===== config.mk =====
export PLATFORM = sky130hd
export DESIGN_NAME = flash_read_responder_flat
export DESIGN_NICKNAME = d
export VERILOG_FILES = /design/src/rtl/flash_read_responder_pkg.sv /design/src/rtl/flash_read_responder_if.sv /design/src/rtl/flash_read_responder_fifo.sv /design/src/rtl/flash_read_responder.sv /design/src/flat_wrapper.sv
export SDC_FILE = /design/constraint.sdc
export NUM_CORES = 1
export LEC_CHECK = 0
export CAP_MARGIN = 20
export CORE_ASPECT_RATIO = 1.2
export CORE_UTILIZATION = 40
export CTS_CLUSTER_SIZE = 16
export DETAILED_ROUTE_END_ITERATION = 12
export GPL_ROUTABILITY_DRIVEN = 0
export SYNTH_ARGS = -nofsm -noshare
export SYNTH_HDL_FRONTEND = slang
export SYNTH_SLANG_ARGS = --single-unit

===== constraint.sdc =====
create_clock -name clk -period 2.25 [get_ports clk]
set_input_delay 0.3375 -clock clk [delete_from_list [all_inputs] [get_ports clk]]
set_output_delay 0.3375 -clock clk [all_outputs]
set_load 0.02 [all_outputs]

===== src/rtl/flash_read_responder_pkg.sv =====
// flash_resp_pkg: shared state encoding, default widths and error word for flash_read_responder
package flash_resp_pkg;
  typedef enum logic [1:0] {IDLE, WAIT, ACCEPT} state_t;
  localparam int ADDR_W_DEF = 23;
  localparam int DATA_W_DEF = 32;
  localparam logic [31:0] ERR_WORD = 32'hDEAD_BEEF;
endpackage


===== src/rtl/flash_read_responder_if.sv =====
// flash_read_responder_if: Avalon-MM read channel between playback master and flash responder
interface flash_read_responder_if #(
  parameter int ADDR_W = 23,
  parameter int DATA_W = 32
);
  logic              avs_read;
  logic [ADDR_W-1:0] avs_address;
  logic              avs_waitrequest;
  logic [DATA_W-1:0] avs_readdata;
  logic              avs_readdatavalid;
  modport master (output avs_read, avs_address, input avs_waitrequest, avs_readdata, avs_readdatavalid);
  modport slave (input avs_read, avs_address, output avs_waitrequest, avs_readdata, avs_readdatavalid);
endinterface


===== src/rtl/flash_read_responder_fifo.sv =====
// flash_resp_fifo: first-word-fall-through response FIFO; a push into an empty FIFO can be popped the same cycle
module flash_resp_fifo #(
  parameter int DATA_W = 32,
  parameter int DEPTH = 4,
  localparam int AW = DEPTH > 1 ? $clog2(DEPTH) : 1,
  localparam int CW = $clog2(DEPTH + 1)
) (
  input  logic              clk,
  input  logic              reset_n,
  input  logic              push,
  input  logic [DATA_W-1:0] din,
  input  logic              pop,
  output logic [DATA_W-1:0] dout,
  output logic [CW-1:0]     count,
  output logic              empty
);
  logic [DATA_W-1:0] mem_q [DEPTH];
  logic [AW-1:0] wp_q, wp_d, rp_q, rp_d;
  logic [CW-1:0] cnt_q, cnt_d;
  always_comb begin
    wp_d = push ? (wp_q == AW'(DEPTH - 1) ? '0 : wp_q + 1'b1) : wp_q;
    rp_d = pop ? (rp_q == AW'(DEPTH - 1) ? '0 : rp_q + 1'b1) : rp_q;
    cnt_d = cnt_q + CW'(push) - CW'(pop);
  end
  always_ff @(posedge clk or negedge reset_n) begin
    if (!reset_n) begin
      wp_q <= '0;
      rp_q <= '0;
      cnt_q <= '0;
    end else begin
      wp_q <= wp_d;
      rp_q <= rp_d;
      cnt_q <= cnt_d;
    end
  end
  always_ff @(posedge clk) begin
    if (push) mem_q[wp_q] <= din;
  end
  assign empty = cnt_q == '0;
  assign count = cnt_q;
  assign dout = empty ? din : mem_q[rp_q];
endmodule


===== src/rtl/flash_read_responder.sv =====
// flash_read_responder: Avalon-MM read slave with wait states, ROM fetch pipe and in-order responses.
// Define FLASH_RESP_ADDR_CHECK_EN to answer addresses above MAX_ADDR with ERR_WORD instead of reading the ROM.
module flash_read_responder
  import flash_resp_pkg::*;
#(
  parameter int ADDR_W = ADDR_W_DEF,
  parameter int DATA_W = DATA_W_DEF,
  parameter int WAIT_STATES = 2,
  parameter int ROM_LATENCY = 1,
  parameter int RESP_DEPTH = 4,
  parameter logic [ADDR_W-1:0] MAX_ADDR = ADDR_W'(23'h0FFFFF)
) (
  input  logic                  clk,
  input  logic                  reset_n,
  flash_read_responder_if.slave avs,
  output logic [ADDR_W-1:0]     rom_address,
  output logic                  rom_rden,
  input  logic [DATA_W-1:0]     rom_q,
  output logic                  busy
);
`ifdef FLASH_RESP_ADDR_CHECK_EN
  localparam bit CHK = 1'b1;
`else
  localparam bit CHK = 1'b0;
`endif
  localparam int CW = $clog2(RESP_DEPTH + 1);
  state_t state_q, state_d;
  logic [3:0] cnt_q, cnt_d;
  logic [ROM_LATENCY-1:0] pipe_q, pipe_d, err_q, err_d;
  logic [DATA_W-1:0] rdata_q, rdata_d, word, fifo_dout;
  logic rvalid_q, rvalid_d, busy_q, busy_d;
  logic accept, space, bad, exit_tok, pop, empty;
  logic [CW-1:0] fifo_cnt;
  flash_resp_fifo #(.DATA_W(DATA_W), .DEPTH(RESP_DEPTH)) u_fifo (
    .clk, .reset_n, .push(exit_tok), .din(word), .pop, .dout(fifo_dout), .count(fifo_cnt), .empty
  );
  // Tokens still in the ROM pipe reserve a FIFO slot, so the FIFO can never overflow.
  always_comb begin
    space = int'(fifo_cnt) + $countones(pipe_q) < RESP_DEPTH;
    accept = state_q == ACCEPT && avs.avs_read && space;
    bad = CHK && avs.avs_address > MAX_ADDR;
    avs.avs_waitrequest = !accept;
    rom_rden = accept && !bad;
    rom_address = accept ? avs.avs_address : '0;
    state_d = state_q;
    cnt_d = cnt_q;
    if (state_q == IDLE && avs.avs_read) begin
      state_d = WAIT_STATES == 0 ? ACCEPT : WAIT;
      cnt_d = 4'(WAIT_STATES);
    end else if (state_q == WAIT) begin
      cnt_d = cnt_q - 4'd1;
      state_d = !avs.avs_read ? IDLE : cnt_q <= 4'd1 ? ACCEPT : WAIT;
    end else if (state_q == ACCEPT && (!avs.avs_read || space)) begin
      state_d = IDLE;
    end
    pipe_d = ROM_LATENCY'({pipe_q, accept});
    err_d = ROM_LATENCY'({err_q, accept && bad});
    exit_tok = pipe_q[ROM_LATENCY-1];
    word = err_q[ROM_LATENCY-1] ? DATA_W'(ERR_WORD) : rom_q;
    pop = !empty || exit_tok;
    rvalid_d = pop;
    rdata_d = pop ? fifo_dout : rdata_q;
    busy_d = state_q != IDLE || |pipe_q || !empty;
  end
  always_ff @(posedge clk or negedge reset_n) begin
    if (!reset_n) begin
      state_q <= IDLE;
      cnt_q <= '0;
      pipe_q <= '0;
      err_q <= '0;
      rdata_q <= '0;
      rvalid_q <= 1'b0;
      busy_q <= 1'b0;
    end else begin
      state_q <= state_d;
      cnt_q <= cnt_d;
      pipe_q <= pipe_d;
      err_q <= err_d;
      rdata_q <= rdata_d;
      rvalid_q <= rvalid_d;
      busy_q <= busy_d;
    end
  end
  assign avs.avs_readdata = rdata_q;
  assign avs.avs_readdatavalid = rvalid_q;
  assign busy = busy_q;
endmodule


===== src/flat_wrapper.sv =====
// flat-port wrapper written by rule: the top's interface ports become plain ports
module flash_read_responder_flat import flash_resp_pkg::*;
#(
  parameter int ADDR_W = ADDR_W_DEF,
  parameter int DATA_W = DATA_W_DEF,
  parameter int WAIT_STATES = 2,
  parameter int ROM_LATENCY = 1,
  parameter int RESP_DEPTH = 4,
  parameter logic [ADDR_W-1:0] MAX_ADDR = ADDR_W'(23'h0FFFFF)
)
  (clk, reset_n, rom_address, rom_rden, rom_q, busy, avs_avs_read, avs_avs_address, avs_avs_waitrequest, avs_avs_readdata, avs_avs_readdatavalid);
  flash_read_responder_if #(.ADDR_W(ADDR_W), .DATA_W(DATA_W)) avs_i ();
  input  logic clk;
  input  logic reset_n;
  output logic [ADDR_W-1:0] rom_address;
  output logic rom_rden;
  input  logic [DATA_W-1:0] rom_q;
  output logic busy;
  input wire logic [$bits(avs_i.avs_read)-1:0] avs_avs_read;
  input wire logic [$bits(avs_i.avs_address)-1:0] avs_avs_address;
  output wire logic [$bits(avs_i.avs_waitrequest)-1:0] avs_avs_waitrequest;
  output wire logic [$bits(avs_i.avs_readdata)-1:0] avs_avs_readdata;
  output wire logic [$bits(avs_i.avs_readdatavalid)-1:0] avs_avs_readdatavalid;
  assign avs_i.avs_read = avs_avs_read;
  assign avs_i.avs_address = avs_avs_address;
  assign avs_avs_waitrequest = avs_i.avs_waitrequest;
  assign avs_avs_readdata = avs_i.avs_readdata;
  assign avs_avs_readdatavalid = avs_i.avs_readdatavalid;
  flash_read_responder #(.ADDR_W(ADDR_W), .DATA_W(DATA_W), .WAIT_STATES(WAIT_STATES), .ROM_LATENCY(ROM_LATENCY), .RESP_DEPTH(RESP_DEPTH), .MAX_ADDR(MAX_ADDR)) u_core (.clk(clk), .reset_n(reset_n), .avs(avs_i), .rom_address(rom_address), .rom_rden(rom_rden), .rom_q(rom_q), .busy(busy));
endmodule

==> Word-level counts from Yosys, hierarchy flattened <==
Memory sizes are Yosys's and may differ from the RTL's.
Cells that the tools add are included.
{ "word_totals": {"out_inout_bits": 59, "rom_bits": 0, "latch_bits": 0, "input_bits": 58, "elab_cells": 51, "regBits": 48, "mem_count": 1, "ram_bits": 128} }
{ "memory_table": {"columns": ["memory", "words", "width", "rd", "rd_clocked_by_memory_dff", "write_ports", "line", "text"], "rows": [
  ["u_core.u_fifo.mem_q", 4, 32, 1, 0, 1, "flash_read_responder_fifo.sv:17", "logic [DATA_W-1:0] mem_q [DEPTH];"]
]} }
{ "op_classes": {"n_mux": 13, "multipliers": 0, "shifts": 0, "reduce_logical": 16, "n_eq_ne": 4, "n_lt_le_gt_ge": 2, "add_sub_neg": 6, "n_bitwise": 0, "n_div": 0} }
{ "op_table": {"columns": ["op", "count"], "rows": [
  ["$lt 32x4->1 const B", 1],
  ["$mux 32", 1],
  ["$mux 23", 1],
  ["$mux 2", 7],
  ["$mux 4", 2],
  ["$eq 2x2->1 const B", 3],
  ["$add 2x1->2 const B", 2],
  ["$add 3x1->4", 1],
  ["$le 4x1->1 const B", 1],
  ["$logic_and 1x1->1", 4],
  ["$logic_or 1x1->1", 4],
  ["$reduce_bool 2->1", 2],
  ["$sub 4x1->4 const B", 1],
  ["$add 3x1->3", 1],
  ["$logic_not 1->1", 3],
  ["$logic_not 3->1", 1],
  ["$reduce_bool 3->1", 1],
  ["$sub 3x1->3", 1],
  ["$eq 2x1->1 const B", 1],
  ["$logic_not 2->1", 1],
  ["$mux 1", 2]
]} }

==> Longest topological paths before layout <==
Gate-level depths: netlist of the first run.
{ "depth": {"ltp_word": 7, "ltp_mapped": 7, "mapped_depth_nobuf": 6} }

==> Modules after synthesis <==
Synthesis of the first run repeated with hierarchy kept, for this count alone.
{ "unflattened": {"cells_unflattened": 372, "hier_area_um2": 7229.4} }
{ "by_module_without_submodules": {"columns": ["module", "area_per_inst_um2", "cells_each", "seq_area_each_um2", "instances"], "rows": [
  ["flash_resp_fifo", 5425.2, 238, 4018.9, 1],
  ["flash_read_responder", 1804.2, 134, 1026.0, 1]
]} }

==> Worst setup path before layout of the first run <==
No wires, ideal clock.
{ "synth_timing": {"path_kind": "reg-to-output", "start": "register u_core.u_fifo.cnt_q[1], in the netlist u_core.u_fifo.count[1]", "end": "output rom_address[0]", "path_slack_ns": 0.181, "required_ns": 1.913, "path_stages_with_launch": 6, "arrival_ns": 1.732, "path_buffers": 1, "cell_sequence": "dfrtp_1 > ha_1 > o211a_1 > o22a_1 > buf_6 > nor3b_1"} }
{ "synth_between": {"elab_chain_cells": 4} }
{ "synth_rtl": {"columns": ["element", "line", "text"], "rows": [
  ["start: declaration", "flash_read_responder_fifo.sv:19", "logic [CW-1:0] cnt_q, cnt_d;"],
  ["start signal: assignment", "flash_read_responder_fifo.sv:33", "cnt_q <= cnt_d;"],
  ["$add 3x1->4", "flash_read_responder.sv:39", "space = int'(fifo_cnt) + $countones(pipe_q) < RESP_DEPTH;"],
  ["$lt 32x4->1", "flash_read_responder.sv:39", null],
  ["$logic_and 1x1->1", "flash_read_responder.sv:40", "accept = state_q == ACCEPT && avs.avs_read && space;"],
  ["$mux 23", "flash_read_responder.sv:44", "rom_address = accept ? avs.avs_address : '0;"],
  ["end: declaration", "flat_wrapper.sv:15", "output logic [ADDR_W-1:0] rom_address;"]
]} }
Every way passes these cells.

==> Final worst setup path of the first run <==
{ "layout_timing": {"start": "register u_core.u_fifo.cnt_q[1], in the netlist u_core.u_fifo.count[1]", "end": "output rom_address[15]"} }
The elaborated chain is that of the path after synthesis.

==> run_results.csv, run 1 <==
group,metric,value,unit
power_and_ir_drop,p_clk_share,43.6,%
yosys,synthCells,418,
hold_path,min_path_type,"primary input to asynchronous set/reset pin",
cts,cts_buffer_depth,2,
power_and_ir_drop,p_switching,1.258,mW
cts,cts_tree,"built",
timing,max_freq,423.0,MHz
cts,cts_inserted_buffers,17,
drt,routed_wl,14620,um
global_routing,grt_max_degree,35,
global_routing,grt_pass1_wl,23680,um
global_routing,grt_pass1_vias,4400,
floorplanning,die_w,125.2,um
yosys,synth_top_area_cell,"edfxtp_1",
placement,placed_area,8757,um^2
drt,route.vias.total,4083,
yosys,ys_seq_area_share,69.29,%
yosys,synth_cell_types,35,
drt,routed_via_density,5.162,
drt,drt_iter0_markers,274,
timing,finalHoldViolations,0,
setup_path,path_max_fanout,6,
placement,dpl.hpwl,9206,um
timing,relSlewSlack,61.21,%
yosys,ys_async_sr_fraction,27.27,%
power_and_ir_drop,power_density,687.2,nW/um^2
job,drv_cap,0,
placement,dp.cells,754,
finish,syn_to_final_growth,29.35,%
finish,drive_above_1_share,26.44,%
drt,drc_errors,0,
finish,fin_util,53.39,%
power_and_ir_drop,total_power,6.472,mW
cts,clk_pin_slew,60,ps
power_and_ir_drop,p_leak,3.193,nW
timing,fin_skew,8.822,ps
timing,fin_crit,2364,ps
finish,fin_area,9418,um^2
drt,detail-route-antenna-nets,0,
outcome,violations,"setup timing",
timing,rsz0062_at_grt,"true",
placement,port_buffers,116,
yosys,synthTopCellsByArea,"edfxtp_1 (53%), dfrtp_1 (16%), mux4_2 (9.9%)",
finish,final_nets,626,
timing,fin_setup_tns,-2105,ps
timing,min_period_over_period,105.1,%
setup_path,worstPathRequired,1910,ps
finish,stdcell_count,791,
timing,setup_slack,-113.9,ps
floorplanning,die_y,149.8,um
yosys,syn_area,7281,um^2
setup_path,cp-start-kind,"flip-flop",
yosys,ys_top_cells_by_count,"edfxtp_1 (128), dfrtp_1 (48), nand2_1 (37), o21ai_1 (35), mux2i_1 (33)",
floorplanning,start_util,41.28,%
setup_path,cp-end-kind,"primary output",
setup_path,arrival,2030,ps
timing,worst_pin_slew,581.8,ps
global_routing,grt_usage,17.05,%
yosys,synth-seq-cells,176,
timing,drv_slew,0,
power_and_ir_drop,p_comb_share,2.6,%
floorplanning,dieArea,18750,um^2
floorplanning,ioPinCount,117,
cts,clock_latency,420,ps
setup_path,crit_type,"flip-flop to primary output",
drt,dr.pass1.iters,6,
floorplanning,num_rows,53,
power_and_ir_drop,switching_share,19.43,%
finish,antenna_cells,0,
floorplanning,core,17640,um^2
yosys,synth_edf_count,128,
yosys,ys_warn_count,0,
power_and_ir_drop,p_int,5.214,mW
timing,finalSetupViolations,25,
yosys,syn_avg_cell_area,17.42,um^2
cts,clockRootBuffer,"clkbuf_16",
yosys,synth-main-ff-cell,"edfxtp_1",
global_routing,overflow,0,
yosys,syn_nets,486,
outcome,status,"complete, but fails checks",
power_and_ir_drop,pwr-share-seq,53.8,%
global_routing,antenna_found_initial,0,
yosys,yosys.area.top_type_share,52.79,%
power_and_ir_drop,ir_drop,0.4396,mV
cts,clock_sinks,176,
yosys,post-synth-top-count-cell,"edfxtp_1",
drt,wire_per_inst,18.48,um
cts,htree_levels,4,
-- area by class of cell --
type / instances / area [um^2]
tap: 220 / 275.3
clock buffer: 18 / 429.2
multi-input combinational: 205 / 2047
clock inverter: 14 / 141.4
timing repair buffer: 147 / 1435
fill: 1408 / 8222
sequential: 176 / 5049
inverter: 11 / 41.29
-- metal layers --
metal,GRT usage [%],share of wire [%]
met1,19.40,41
met5,0,0
met2,30.81,53
met4,6.524,1.6
met3,4.398,3.9
-- power groups by stage --
stage               clock [mW]  sequential [mW]  combinational, mW
global route              3.04             3.48              0.182
CTS                       2.91             3.48              0.170
floorplan                    0             3.55            0.00943
global placement             0             3.55              0.161
detailed placement           0             3.55              0.168
finish                    2.82             3.48              0.167
-- cell usage in the layout (no fill, tap or decap), types with 2 or more instances in the layout --
cell             instances
and2_2                   4
buf_12                   3
buf_16                   2
buf_4                   46
buf_6                    3
bufinv_16                2
clkbuf_16               18
clkdlybuf4s50_1         90
clkinv_1                 3
clkinv_4                 2
clkinvlp_4               4
dfrtp_1                 45
dfrtp_2                  3
edfxtp_1               128
ha_1                     8
inv_1                   10
inv_6                    2
mux2_1                   2
mux2i_1                 33
mux4_2                  32
nand2_1                 37
nand3_1                  2
nor2_1                   6
nor3b_2                 21
nor3b_4                  2
o21ai_0                  2
o21ai_1                 35
o31ai_1                  2
or2_1                    2
-- critical path, stage by stage, from the launching register on --
cell and delay, ps:
dfrtp_1 400, ha_2 180, o211a_1 220, o22a_4 290, clkbuf_16 180, nor3b_2 170
buf_4 160
-- state kept, by name, summed over array words and instances (netlist names), 2 cells and up --
| signal | cells |
|---|---|
| u_core.u_fifo.mem_q | 128 |
| u_core.avs.avs_readdata | 32 |
| u_core.cnt_q | 4 |
| u_core.u_fifo.count | 3 |
| u_core.state_q | 2 |
| u_core.u_fifo.rp_q | 2 |
| u_core.u_fifo.wp_q | 2 |
-- cells by family after synthesis --
logic type	Yosys count	share of synthesized area (%)
flip-flops	176	69.29
AND/OR/NAND/NOR	81	7.201
multiplexers	67	14.74
AO/OA/AOI/OAI	46	3.540
buffers and inverters	37	3.282
adder cells (fa/ha/maj)	10	1.822
XOR/XNOR	1	0.1203
-- metrics by stage --
step | hold WS (ps) | setup slack, ps
global placement | 364.9 | -105.3
detailed placement | 372.8 | -172.5
floorplan | 41.91 | 181.0
global route | 493.2 | -212.2
CTS | 463.4 | -141.8
finish | 453.7 | -113.9
-- final timing paths --
check	from	end	slack, ps	cells past startpoint
min in group clk	u_core.cnt_q[3]	u_core.cnt_q[3]	540	2
worst min-delay path	reset_n	u_core.avs.avs_readdata[10]	450	2
worst max register to register	u_core.u_fifo.rp_q[0]	u_core.avs.avs_readdata[27]	480	4
worst min register to register	u_core.cnt_q[3]	u_core.cnt_q[3]	540	2
max in group asynchronous	reset_n	u_core.u_fifo.rp_q[1]	1190	3
worst max-delay path	u_core.u_fifo.count[1]	rom_address[15]	-110	6
-- timing repair --
| item | CTS | global route |
|---|---|---|
| endpoints found under the hold margin | 18 | 0 |
| gates cloned | 2 | 1 |
| pin swaps | 12 | 7 |
| buffers inserted | 1 | 0 |
| setup endpoints to repair | 25 | 25 |
| gates resized for setup | 139 | 4 |
| hold buffers | 1 | 0 |
No activity file was read; power rests on OpenSTA's default activity.
==> run 2: changes to the inputs <==
--- a/config.mk
+++ b/config.mk
@@ -5,6 +5,7 @@
 export SDC_FILE = /design/constraint.sdc
 export NUM_CORES = 1
 export LEC_CHECK = 0
+export ABC_AREA = 0
 export CAP_MARGIN = 20
 export CORE_ASPECT_RATIO = 1.2
 export CORE_UTILIZATION = 40
==> results of run 2 <==
Same layout as run 1: the final DEF is identical, and so are final timing and power.
==> run 3: changes to the inputs <==
--- a/config.mk
+++ b/config.mk
@@ -6,7 +6,7 @@
 export NUM_CORES = 1
 export LEC_CHECK = 0
 export ABC_AREA = 0
-export CAP_MARGIN = 20
+export CAP_MARGIN = 30
 export CORE_ASPECT_RATIO = 1.2
 export CORE_UTILIZATION = 40
 export CTS_CLUSTER_SIZE = 16
==> results of run 3 <==
Same layout as run 1: the final DEF is identical, and so are final timing and power.
